[config.mk]
export PLATFORM = sky130hd
export DESIGN_NAME = phase_timer
export DESIGN_NICKNAME = d
export VERILOG_FILES = /design/src/rtl/phase_timer.sv
export SDC_FILE = /design/constraint.sdc
export NUM_CORES = 1
export LEC_CHECK = 0
export BUFFER_PORTS_ARGS = -buffer_cell sky130_fd_sc_hd__buf_2
export CORE_ASPECT_RATIO = 1.1
export CORE_MARGIN = 3
export CORE_UTILIZATION = 30
export DETAILED_ROUTE_END_ITERATION = 12
export PLACE_DENSITY = 0.56
export SLEW_MARGIN = 20
export SYNTH_ARGS = -nofsm -noshare
export SYNTH_HDL_FRONTEND = slang
export SYNTH_SLANG_ARGS = --single-unit
[constraint.sdc]
create_clock -name clk -period 2.34 [get_ports clk]
set_input_delay 0.351 -clock clk [delete_from_list [all_inputs] [get_ports clk]]
set_output_delay 0.351 -clock clk [all_outputs]
set_load 0.005 [all_outputs]
[src/rtl/phase_timer.sv]
// Multi-phase countdown timer with built-in tick prescaler, programmable
// per-phase duration table, automatic wrap-around sequencing, pause and skip.
module phase_timer #(
  parameter int pMAX_VAL    = 99,
  parameter int pNUM_PHASES = 3,
  parameter int pTICK_DIV   = 1000,
  localparam int CW = $clog2(pMAX_VAL + 1),
  localparam int PW = $clog2(pNUM_PHASES),
  localparam int DW = $clog2(pTICK_DIV)
) (
  input  logic          clk,
  input  logic          rst,
  input  logic          en,
  input  logic          skip,
  input  logic          cfg_we,
  input  logic [PW-1:0] cfg_idx,
  input  logic [CW-1:0] cfg_val,
  output logic [CW-1:0] count,
  output logic [PW-1:0] phase,
  output logic          tick,
  output logic          last,
  output logic          pre_last,
  output logic          phase_done
);

  logic [DW-1:0] div_q, div_d;
  logic [CW-1:0] count_q, count_d;
  logic [PW-1:0] phase_q, phase_d;
  logic [pNUM_PHASES-1:0][CW-1:0] tbl_q, tbl_d;

  logic [PW-1:0] nxt_phase;
  logic [CW-1:0] sat_val;
  logic [CW-1:0] load_val;
  logic          bypass;

  assign sat_val   = (cfg_val > CW'(pMAX_VAL)) ? CW'(pMAX_VAL) : cfg_val;
  assign nxt_phase = (phase_q == PW'(pNUM_PHASES - 1)) ? '0 : phase_q + PW'(1);

  // A write landing on the entry being loaded this edge wins over the stored value.
  assign bypass   = cfg_we && (cfg_idx == nxt_phase);
  assign load_val = bypass ? sat_val : tbl_q[nxt_phase];

  assign tick       = en && (div_q == DW'(pTICK_DIV - 1));
  assign last       = (count_q == '0);
  assign pre_last   = (count_q == CW'(1));
  assign phase_done = tick && last && !skip;

  assign count = count_q;
  assign phase = phase_q;

  // Out-of-range indices match no entry, so such writes fall away naturally.
  always_comb begin
    tbl_d = tbl_q;
    for (int p = 0; p < pNUM_PHASES; p++) begin
      if (cfg_we && (cfg_idx == PW'(p))) tbl_d[p] = sat_val;
    end
  end

  always_comb begin
    div_d   = div_q;
    count_d = count_q;
    phase_d = phase_q;
    if (en) begin
      if (skip) begin
        div_d   = '0;
        phase_d = nxt_phase;
        count_d = load_val;
      end else begin
        div_d = (div_q == DW'(pTICK_DIV - 1)) ? '0 : div_q + DW'(1);
        if (tick) begin
          if (count_q != '0) begin
            count_d = count_q - CW'(1);
          end else begin
            phase_d = nxt_phase;
            count_d = load_val;
          end
        end
      end
    end
  end

  always_ff @(posedge clk or posedge rst) begin
    if (rst) begin
      div_q   <= '0;
      count_q <= CW'(pMAX_VAL);
      phase_q <= '0;
      for (int p = 0; p < pNUM_PHASES; p++) tbl_q[p] <= CW'(pMAX_VAL);
    end else begin
      div_q   <= div_d;
      count_q <= count_d;
      phase_q <= phase_d;
      tbl_q   <= tbl_d;
    end
  end

endmodule

==> summary.md <==
| Metric | Value |
|---|---|
| Outcome | completed |
| Worst reg2reg setup slack | around 320 ps |
| Synth-to-layout area growth | 17.5% |
| Crit path max-delay family | simple AND/OR/NAND/NOR gates |
| Via count | roughly 1800 |
| Clock Skews | 8.58 ps |
| RSZ-0062 raised after global routing | false |
| Worst slew pin tran | 559 ps |
| Nets@finish | between 200 and 300 |
| Io pins | 27 |
| Most common cell after layout, fill and taps aside | nand2_1 |
| Worst EP required | slightly below 2000 ps |
| Congestion Overflow GR | 0 |
| Final WL | approximately 5200 um |
| Minimum clock period after layout | around 2200 ps |
| Dominant cell type by area after synthesis | dfrtp_1 |
| Hold_buf cts | 0 |
| First-pass GRT wire length | ~8900 um |
| Routed wire per std cell | roughly 15 um |
| Detail Placement HPWL | 3960 um |
| Die width | a little under 90 um |
| Instance count on the critical path | 5 |
| Critical path type | flop to output port |
| Most frequent cells in the layout | nand2_1 (40), o21ai_0 (27), buf_2 (26), dfrtp_1 (24), nor2_1 (18) |
| Setup tns final | 0 ps |
| Initial Utilization | 31.1% |
| Synthesis Warnings | 0 |
| Hold crit path type | input port to asynchronous set/reset pin |
| EDFF count, synth | 0 |
| Max-slew violations | 0 |
| Total power | around 2400 uW |
| ANT cells | 0 |
| Worst-skew pair later-pin latency | just under 300 ps |
| R2R Path Start | div_q[0]$_DFFE_PP0P_ |
| Unique cell type count in the Yosys netlist | 52 |
| CTS Buf Count | 5 |
| Critical-path top delay cell | or4_4 |
| Iter 0 DRT Violations | 68 |
| Drt via density | roughly 5 |
| Sequential fraction of the synthesis area | between 40% and 50% |
| DRC viols | 0 |
| PortBufs | 26 |
| Num rows | 32 |
| Largest net degree at the start of global routing | ~40 |
| F_max | between 0.4 and 0.5 GHz |
| H-tree levels | 2 |
| ANT nets after route | 0 |
| Startpoint types | flop |
| Final Util | roughly 37% |
| Core area | 7090 um2 |
| Drt pass-1 iters | 4 |
| CP Max Fanout | 6 |
| Clk slew on worst S/H paths | roughly 80 ps |
| Number of global-route vias before repair | around 1800 |
| Post-Syn Instances | 233 |
| Placer Congestion | about 0.85 |
| Worst Setup SP | div_q[0]$_DFFE_PP0P_ |
| CP Capture Point | phase_done |
| Count of clock tree sinks | 40 |
| CP cell instances | ha_2, nand3b_1, or4_4, nor3_1, buf_2 |
| DIE HEIGHT | 95.9 um |
| Final-layout fill cell count | roughly 740 |
| Yosys top cell area share | 27.2% |
| Post-Synthesis Net Count | about 250 |
| Clk root buf | clkbuf_8 |
| Layout cells sized above 1 | between 20% and 30% |
| Hold Fails Final Rpt | 0 |
| CTS tree | done |
| Leakage | roughly 0.0012 uW |
| Synth top area cells | dfrtp_1 (27%), dfstp_2 (19%), nand2_1 (6.8%), o21ai_0 (6.1%), mux2i_1 (3.6%) |
| Fin crit share | a little over nine tenths |
| Max_slew headroom | between 60% and 70% |
| Max VDD drop | ~0.00031 V |
| Arr. time, crit path | ~1900 ps |
| CP bufs+invs | 1 |
| Final setup fails | 0 |
| Antenna violations before repair | 0 |
| Max-Cap Viols | 0 |
| GRT Util Overall | 13.5% |
| Register-to-Register Path Depth | 7 |
| Clk buf depth | 2 |
| Seq cells post-synth | 40 |
| CP Capture Type | output port |
| Pwr Density | a little over 900 nW/um2 |
| Post-synth top flop | dfrtp_1 |
| Syn avg cell area | approximately 9.5 um2 |
| Die ar. | between 8000 and 9000 um2 |
| Reg2Reg Capture Point | count[3]$_DFFE_PP0P_ |
| CP max stage delay | slightly below 500 ps |
| Post-synth ARST share | 100% |
| Post-Syn Area | roughly 2200 um2 |
[registers in the layout, summed over array words and instances, names as in the netlist]
register,flops
tbl_q,21
div_q,10
count,7
phase,2
[worst min-delay path by stage]
| stage | from | slack, ps | endpoint |
|---|---|---|---|
| finish | rst | 190 | count[4]$_DFFE_PP0P_ |
| global route | rst | 220 | count[4]$_DFFE_PP0P_ |
| CTS | rst | 200 | div_q[0]$_DFFE_PP0P_ |
| detailed placement | tbl_q[3]$_DFFE_PP0P_ | 460 | tbl_q[3]$_DFFE_PP0P_ |
| global placement | tbl_q[3]$_DFFE_PP0P_ | 460 | tbl_q[3]$_DFFE_PP0P_ |
| floorplan | tbl_q[3]$_DFFE_PP0P_ | 440 | tbl_q[3]$_DFFE_PP0P_ |
[synthesized netlist by cell type (5+ instances only)]
cell,n
xor2_1,6
dfrtp_1,24
o21ai_0,27
inv_1,7
dfstp_2,16
mux2i_1,8
nand4_1,5
nor2_1,18
nand2_1,40
clkbuf_1,7
[worst min-delay path, cell delays in order]
cell   delay [ps]
buf_2         100
inv_1          40
buf_4         430
[metal layers]
metal  GRT usage, %  wire [um]
met3           2.83        194
met2           22.0       2480
met1           17.9       2470
met4           4.09         87
met5              0          0
[through the flow]
step / hold slack [ps] / cells / worst slack (ps) / area (um2)
4_1_cts: 198 / 351 / 20.0 / 2560
3_5_place_dp: 464 / 343 / 182 / 2460
6_report: 188 / 354 / 101 / 2590
3_3_place_gp: 458 / 343 / 246 / 2460
2_1_floorplan: 442 / 233 / 435 / 2200
5_1_grt: 219 / 354 / 9.21 / 2590
[report_power, final]
| part | leakage (uW) | total, uW | internal, uW | switching, uW |
|---|---|---|---|---|
| Clock | 0.0000515 | 496 | 269 | 227 |
| Combinational | 0.000635 | 868 | 405 | 463 |
| Sequential | 0.000482 | 1010 | 878 | 137 |
[area by class of cell]
type / count / area, um2 / share of cell area [%]
Multi-Input combinational cell: 174 / 1110 / 42.8
Timing Repair Buffer: 38 / 220 / 8.50
Tap cell: 85 / 106 / 4.11
Inverter: 9 / 33.8 / 1.30
Clock buffer: 8 / 100 / 3.86
Sequential cell: 40 / 1020 / 39.4
[what timing repair did]
action | 4_1_cts | 5_1_grt
gates cloned | 0 | 0
endpoints found under the hold margin | 0 | 0
setup endpoints to repair | 1 | 2
resized for setup | 1 | 1
buffers inserted | 0 | 3
[cell families after synthesis]
kind of cell / Yosys count / synth area share, %
AND/OR/NAND/NOR: 89 / 19.8
AO/OA/AOI/OAI: 58 / 17.4
flip-flops: 40 / 46.3
buffers and inverters: 19 / 3.69
multiplexers: 14 / 7.04
XOR/XNOR: 9 / 3.58
adder cells (fa/ha/maj): 4 / 2.27
No activity file was read; power rests on OpenSTA's default activity.
